**config.mk**
```make
export PLATFORM = sky130hd
export DESIGN_NAME = exec_writeback
export DESIGN_NICKNAME = d
export VERILOG_FILES = /design/src/rtl/cpu_pkg.sv /design/src/rtl/shift_add_mul.sv /design/src/rtl/exec_writeback.sv
export SDC_FILE = /design/constraint.sdc
export NUM_CORES = 1
export LEC_CHECK = 0
export CORE_ASPECT_RATIO = 0.8
export CORE_MARGIN = 2
export CORE_UTILIZATION = 32
export CTS_CLUSTER_DIAMETER = 30
export DETAILED_ROUTE_END_ITERATION = 6
export SYNTH_ARGS = -nofsm -noshare
export SYNTH_HDL_FRONTEND = slang
export SYNTH_HIERARCHICAL = 1
export SYNTH_SLANG_ARGS = --single-unit
```
**constraint.sdc**
```tcl
create_clock -name clk -period 3.35 [get_ports clk]
set_clock_uncertainty 0.15 [all_clocks]
set_input_delay 0.5025 -clock clk [delete_from_list [all_inputs] [get_ports clk]]
set_output_delay 0.5025 -clock clk [all_outputs]
set_load 0.01 [all_outputs]
```
**src/rtl/cpu_pkg.sv**
```systemverilog
// Shared types and constants for the execute/writeback stage.
package cpu_pkg;

  localparam int DATA_W = 8;
  localparam logic [1:0] R1_IDX = 2'd1;

  typedef enum logic [2:0] {
    OP_ADD = 3'd0,
    OP_SUB = 3'd1,
    OP_AND = 3'd2,
    OP_XOR = 3'd3,
    OP_SHL = 3'd4,
    OP_MUL = 3'd5,
    OP_MOV = 3'd6,
    OP_NOP = 3'd7
  } op_e;

  typedef enum logic [2:0] {
    ST_IDLE     = 3'd0,
    ST_EXEC     = 3'd1,
    ST_MUL_ITER = 3'd2,
    ST_WB_LO    = 3'd3,
    ST_WB_HI    = 3'd4
  } exec_state_e;

endpackage

```
**src/rtl/shift_add_mul.sv**
```systemverilog
// Sequential unsigned shift-add multiplier: one multiplier bit per cycle, LSB first.
module shift_add_mul #(
  parameter int DATA_W = 8
) (
  input  logic                  clk,
  input  logic                  reset,
  input  logic                  load,
  input  logic [DATA_W-1:0]     a,
  input  logic [DATA_W-1:0]     b,
  output logic [2*DATA_W-1:0]   product,
  output logic                  busy,
  output logic                  last
);

  localparam int CNT_W = $clog2(DATA_W);

  logic [2*DATA_W-1:0] acc;
  logic [2*DATA_W-1:0] mcand;
  logic [DATA_W-1:0]   mplier;
  logic [CNT_W-1:0]    cnt;
  logic                busy_q;

  // Load operands on request, then add/shift once per cycle until all bits are consumed.
  always_ff @(posedge clk or posedge reset) begin
    if (reset) begin
      acc    <= '0;
      mcand  <= '0;
      mplier <= '0;
      cnt    <= '0;
      busy_q <= 1'b0;
    end else if (load) begin
      acc    <= '0;
      mcand  <= {{DATA_W{1'b0}}, a};
      mplier <= b;
      cnt    <= '0;
      busy_q <= 1'b1;
    end else if (busy_q) begin
      if (mplier[0]) acc <= acc + mcand;
      mcand  <= mcand << 1;
      mplier <= mplier >> 1;
      cnt    <= cnt + 1'b1;
      if (cnt == CNT_W'(DATA_W - 1)) busy_q <= 1'b0;
    end
  end

  assign product = acc;
  assign busy    = busy_q;
  assign last    = busy_q && (cnt == CNT_W'(DATA_W - 1));

endmodule

```
**src/rtl/exec_writeback.sv**
```systemverilog
// Execute-and-writeback stage feeding the 4x8 register file's single write port.
module exec_writeback
  import cpu_pkg::*;
#(
  parameter int DATA_W = 8
) (
  input  logic              clk,
  input  logic              reset,
  input  logic              start,
  input  logic [2:0]        op,
  input  logic [1:0]        rd,
  input  logic [1:0]        rs,
  output logic              ready,
  output logic              done,
  output logic [1:0]        rf_r_a,
  output logic [1:0]        rf_r_b,
  input  logic [DATA_W-1:0] rf_data_a,
  input  logic [DATA_W-1:0] rf_data_b,
  output logic              wb_en,
  output logic [1:0]        wb_reg,
  output logic [DATA_W-1:0] wb_value,
  output logic              zero,
  output logic              carry
);

  exec_state_e         state;
  op_e                 op_q;
  logic [1:0]          rd_q, rs_q;
  logic [DATA_W-1:0]   a_q, b_q;
  logic                zero_q, carry_q;

  logic [DATA_W-1:0]   alu_res;
  logic                alu_carry;
  logic [DATA_W:0]     alu_wide;

  logic [2*DATA_W-1:0] product;
  logic                mul_busy, mul_last;
  logic                mul_load;

  assign mul_load = (state == ST_IDLE) && start && (op_e'(op) == OP_MUL);

  shift_add_mul #(.DATA_W(DATA_W)) u_mul (
    .clk     (clk),
    .reset   (reset),
    .load    (mul_load),
    .a       (rf_data_a),
    .b       (rf_data_b),
    .product (product),
    .busy    (mul_busy),
    .last    (mul_last)
  );

  // Single-cycle ALU on the latched operands; MUL and NOP produce no result here.
  always_comb begin
    alu_wide  = '0;
    alu_res   = '0;
    alu_carry = carry_q;
    case (op_q)
      OP_ADD: begin
        alu_wide  = {1'b0, a_q} + {1'b0, b_q};
        alu_res   = alu_wide[DATA_W-1:0];
        alu_carry = alu_wide[DATA_W];
      end
      OP_SUB: begin
        alu_res   = a_q - b_q;
        alu_carry = (a_q >= b_q);
      end
      OP_AND: begin
        alu_res   = a_q & b_q;
        alu_carry = 1'b0;
      end
      OP_XOR: begin
        alu_res   = a_q ^ b_q;
        alu_carry = 1'b0;
      end
      OP_SHL: begin
        alu_wide  = {1'b0, a_q} << b_q[2:0];
        alu_res   = alu_wide[DATA_W-1:0];
        alu_carry = alu_wide[DATA_W];
      end
      OP_MOV: begin
        alu_res   = b_q;
        alu_carry = 1'b0;
      end
      default: begin
        alu_res   = '0;
        alu_carry = carry_q;
      end
    endcase
  end

  // Read indices follow the decoder while idle, the latched copies otherwise.
  always_comb begin
    rf_r_a = rd_q;
    rf_r_b = rs_q;
    if (state == ST_IDLE) begin
      rf_r_a = rd;
      rf_r_b = rs;
    end
  end

  // Moore decode of handshake and write-port outputs from state and latches.
  always_comb begin
    ready    = (state == ST_IDLE);
    done     = (state == ST_EXEC) || (state == ST_WB_HI);
    wb_en    = 1'b0;
    wb_reg   = '0;
    wb_value = '0;
    case (state)
      ST_EXEC: begin
        wb_en    = (op_q != OP_NOP);
        wb_reg   = rd_q;
        wb_value = alu_res;
      end
      ST_WB_LO: begin
        wb_en    = 1'b1;
        wb_reg   = rd_q;
        wb_value = product[DATA_W-1:0];
      end
      ST_WB_HI: begin
        wb_en    = 1'b1;
        wb_reg   = R1_IDX;
        wb_value = product[2*DATA_W-1:DATA_W];
      end
      default: ;
    endcase
  end

  // Control FSM: accept and latch operands, sequence MUL, update flags on the retiring edge.
  always_ff @(posedge clk or posedge reset) begin
    if (reset) begin
      state   <= ST_IDLE;
      op_q    <= OP_ADD;
      rd_q    <= '0;
      rs_q    <= '0;
      a_q     <= '0;
      b_q     <= '0;
      zero_q  <= 1'b0;
      carry_q <= 1'b0;
    end else begin
      case (state)
        ST_IDLE: begin
          if (start) begin
            op_q  <= op_e'(op);
            rd_q  <= rd;
            rs_q  <= rs;
            a_q   <= rf_data_a;
            b_q   <= rf_data_b;
            state <= (op_e'(op) == OP_MUL) ? ST_MUL_ITER : ST_EXEC;
          end
        end
        ST_EXEC: begin
          if (op_q != OP_NOP) begin
            zero_q  <= (alu_res == '0);
            carry_q <= alu_carry;
          end
          state <= ST_IDLE;
        end
        ST_MUL_ITER: begin
          if (mul_last) state <= ST_WB_LO;
        end
        ST_WB_LO: begin
          state <= ST_WB_HI;
        end
        ST_WB_HI: begin
          zero_q  <= (product == '0);
          carry_q <= (product[2*DATA_W-1:DATA_W] != '0);
          state   <= ST_IDLE;
        end
        default: state <= ST_IDLE;
      endcase
    end
  end

  assign zero  = zero_q;
  assign carry = carry_q;

endmodule

```
==> out/summary.txt <==
buffers and inverters on the worst path -> 4
met1 WL -> 8010 um
DRT antenna net count -> 0
Worst R2R Path Depth -> 11
CP Launch Type -> flop
Largest stage delay, worst path -> 500 ps
nets@finish -> 753
Critical Path Start -> a_q[0]$_DFFE_PP0P_
worst-case clock buffer depth -> 2
met3 wire len -> 743 um
antenna cells -> 0
DP Cell Count -> 893
CTS tree -> built
EDFF count, synth -> 0
sequential share of power -> 24.7%
WP data arrival -> 2840 ps
DIE WIDTH -> 150 um
post-synthesis mux area share -> 12.3%
Slowest cell on crit path -> mux4_2
Logic pwr share -> 61.2%
H-Tree Depth -> 3
Worst-Skew Late Latency -> 350 ps
grt ovf -> 0
filler cell count -> 1629
Sw Share -> 44.6%
Avg Inst Size Synth -> 8.98 um^2
Slew HR -> 48.2%
initial antenna violation count -> 0
Reg clk slew, reported paths -> 60 ps
crit path time final -> 3500 ps
Clock power frac -> 14.1%
total negative slack -> -376 ps
Final setup viols -> 3
DR DRC count -> 0
Synth area leader -> dfrtp_1
outcome -> complete, but fails checks
Ports -> 45
Min-Delay Path Class -> flop to flop
Final WS setup -> -146 ps
vias in the first global route -> 4933
proportion of netlist area held by the largest area contributor -> 33.2%
Num Clock Sinks -> 72
DRT iter0 DRCs -> 528
Via density -> 5.45
Hold Slack -> 352 ps
RePlAce Congestion -> 0.900
reg2reg setup slack -> 250 ps
CP required -> 2700 ps
total CTS buffers -> 9
Worst path most repeated cell -> inv_2
CP Capture Point -> wb_value[1]
die height -> 121 um
final hold viol count -> 0
Pwr Density -> 930 nW/um^2
failing checks -> setup timing
XOR/XNOR share of the synthesized area -> 1.77%
fin cells -> 914
via count -> 4983
PortBufs -> 44
Post-Synth Simple-Gate Area -> 16.6%
GRT Util Overall -> 19.3%
overall power -> 6.40 mW
Met2 Wirelength -> 7580 um
Max VDD drop -> 0.378 mV
async set or reset register ratio after synthesis -> 100%
Routed WL -> 16600 um
worst slack at placement -> -220 ps
die area -> 18000 um^2
worst-margin pin slew -> 775 ps
Primary FF master, synth -> dfrtp_1
RSZ-0062 raised after global routing -> yes
Static Leakage -> 2.99 nW
largest net degree at the start of global routing -> 59
Core ar. -> 16600 um^2
Synth cell types -> 79
Worst path depth -> 11
Reg area -> 1800 um^2
DR pass1 iterations -> 5
Pint -> 3.54 mW
top cell family by delay on the critical path -> adder cells
area of the mapped netlist -> 5430 um^2
global-route wire length before repair -> 27000 um
Slew Limit Fails -> 0
largest fanout on the critical path -> 3
Mapped Cells -> 605
Critical R2R Capture -> zero$_DFFE_PP0P_
post-DP HPWL -> 12600 um
# hold bufs at CTS -> 0
row cnt -> 42
layout cells sized above 1 -> 21.9%
Post-Syn Nets -> 669
multi-input logic area -> 3550 um^2
synth cell count leaders -> dfrtp_1 (72), nand2_1 (72), o21ai_0 (60), mux2i_1 (36)
clock root cell -> clkbuf_16
CP endpoint kind -> output port
Adder-Cell Fraction of Synth Area -> 9.17%
Compound-Gate Fraction of Synth Area -> 21.9%
Setup Crit Path Kind -> flop to output port
period utilisation layout -> 104%
sequential fraction of the synthesis area -> 33.2%
CP cell instances -> inv_2 > ha_4 > inv_2 > fa_2 > mux4_2 > a222oi_1 > buf_4 > nor2_4 > a21oi_2 > o21ai_1 > buf_2
Yosys warning total -> 6
synthesis-to-finish area growth -> 26.7%
initial core utilization -> 32.8%
DR WL/cell -> 18.2 um
FMAX -> 0.286 GHz
main combinational cell family by area after synthesis -> compound AO/OA/AOI/OAI gates
synth top area cells -> dfrtp_1 (33%), ha_1 (8.1%), mux2i_1 (6.6%)
worst r2r src -> a_q[0]$_DFFE_PP0P_
Max Cap Viol -> 0
top routing layer used -> met4
flops & latches, synth -> 72
switching power -> 2.86 mW
sequential cells by signal, indices dropped and copies added, names as in the netlist:
register / flops
a_q: 8
rd_q: 2
carry: 1
rs_q: 2
state: 3
u_mul/cnt: 3
u_mul/mplier: 8
b_q: 8
zero: 1
u_mul/busy: 1
op_q: 3
u_mul/mcand: 16
u_mul/product: 16
how the worst min path moves through the flow:
stage | start | end | slack, ps | cells after the start
6_report | rs_q[1]$_DFFE_PP0P_ | rs_q[1]$_DFFE_PP0P_ | 350 | 1
5_1_grt | rs_q[1]$_DFFE_PP0P_ | rs_q[1]$_DFFE_PP0P_ | 390 | 1
4_1_cts | rs_q[1]$_DFFE_PP0P_ | rs_q[1]$_DFFE_PP0P_ | 360 | 1
3_5_place_dp | rs_q[1]$_DFFE_PP0P_ | rs_q[1]$_DFFE_PP0P_ | 350 | 1
3_3_place_gp | rs_q[0]$_DFFE_PP0P_ | rs_q[0]$_DFFE_PP0P_ | 340 | 1
2_1_floorplan | rs_q[1]$_DFFE_PP0P_ | rs_q[1]$_DFFE_PP0P_ | 330 | 1
layout make-up:
cell class,count,area share (%)
multi-input combinational,474,51.7
inverter,29,1.60
clock inverter,6,0.655
sequential,72,26.2
clock buffer,10,3.33
timing repair buffer,103,12.5
tap,220,4.00
cells in the final DEF (no fill, tap or decap), types with 5 or more instances in the layout:
cell type         n
nand3_1          12
a21o_1            9
nand2_1          72
a21oi_1          31
dfrtp_1          70
mux2i_1          35
ha_4              6
nand3b_1          5
inv_1            23
xor2_1            5
nor3_1           14
a211oi_1          9
nor2b_1           7
buf_4            56
ha_1             27
xnor2_1           6
nor2_1           34
nand2b_1          6
clkbuf_16         9
mux2_2           21
and2_1            7
o21ai_0          55
clkdlybuf4s50_1  36
o21ai_1           7
timing repair:
action	CTS	global route
cloned	0	0
pin swaps	20	17
setup endpoints to repair	8	7
endpoints found under the hold margin	0	0
buffers inserted	4	1
resized for setup	52	20
power groups by stage:
stage	clock (mW)	combinational (mW)	sequential, mW
2_1_floorplan	0	2.40	1.46
3_3_place_gp	0	3.55	1.57
3_5_place_dp	0	3.56	1.58
4_1_cts	0.934	3.80	1.57
5_1_grt	0.968	4.30	1.63
6_report	0.903	3.92	1.58
metrics by stage:
| stage | utilization (%) | area [um^2] |
|---|---|---|
| 2_1_floorplan | - | 5430 |
| 3_5_place_dp | 38.6 | 6380 |
| 6_report | 41.6 | 6880 |
| 3_3_place_gp | 38.6 | 6380 |
| 5_1_grt | 41.6 | 6880 |
| 4_1_cts | 41.2 | 6820 |
per-layer routing:
metal,up-vias,GRT usage [%]
li1,2375,-
met1,2440,27.5
met2,148,30.2
met3,20,3.43
met4,0,4.76
met5,-,0
logic make-up (layout without fill, tap and decap cells):
kind of cell | after synthesis | count (layout)
adder cells (fa/ha/maj) | 38 | 38
multiplexers | 60 | 60
XOR/XNOR | 11 | 11
flip-flops | 72 | 72
AND/OR/NAND/NOR | 188 | 188
AO/OA/AOI/OAI | 177 | 177
buffers and inverters | 59 | 148
Note: power is estimated with default switching activity, not from simulation.
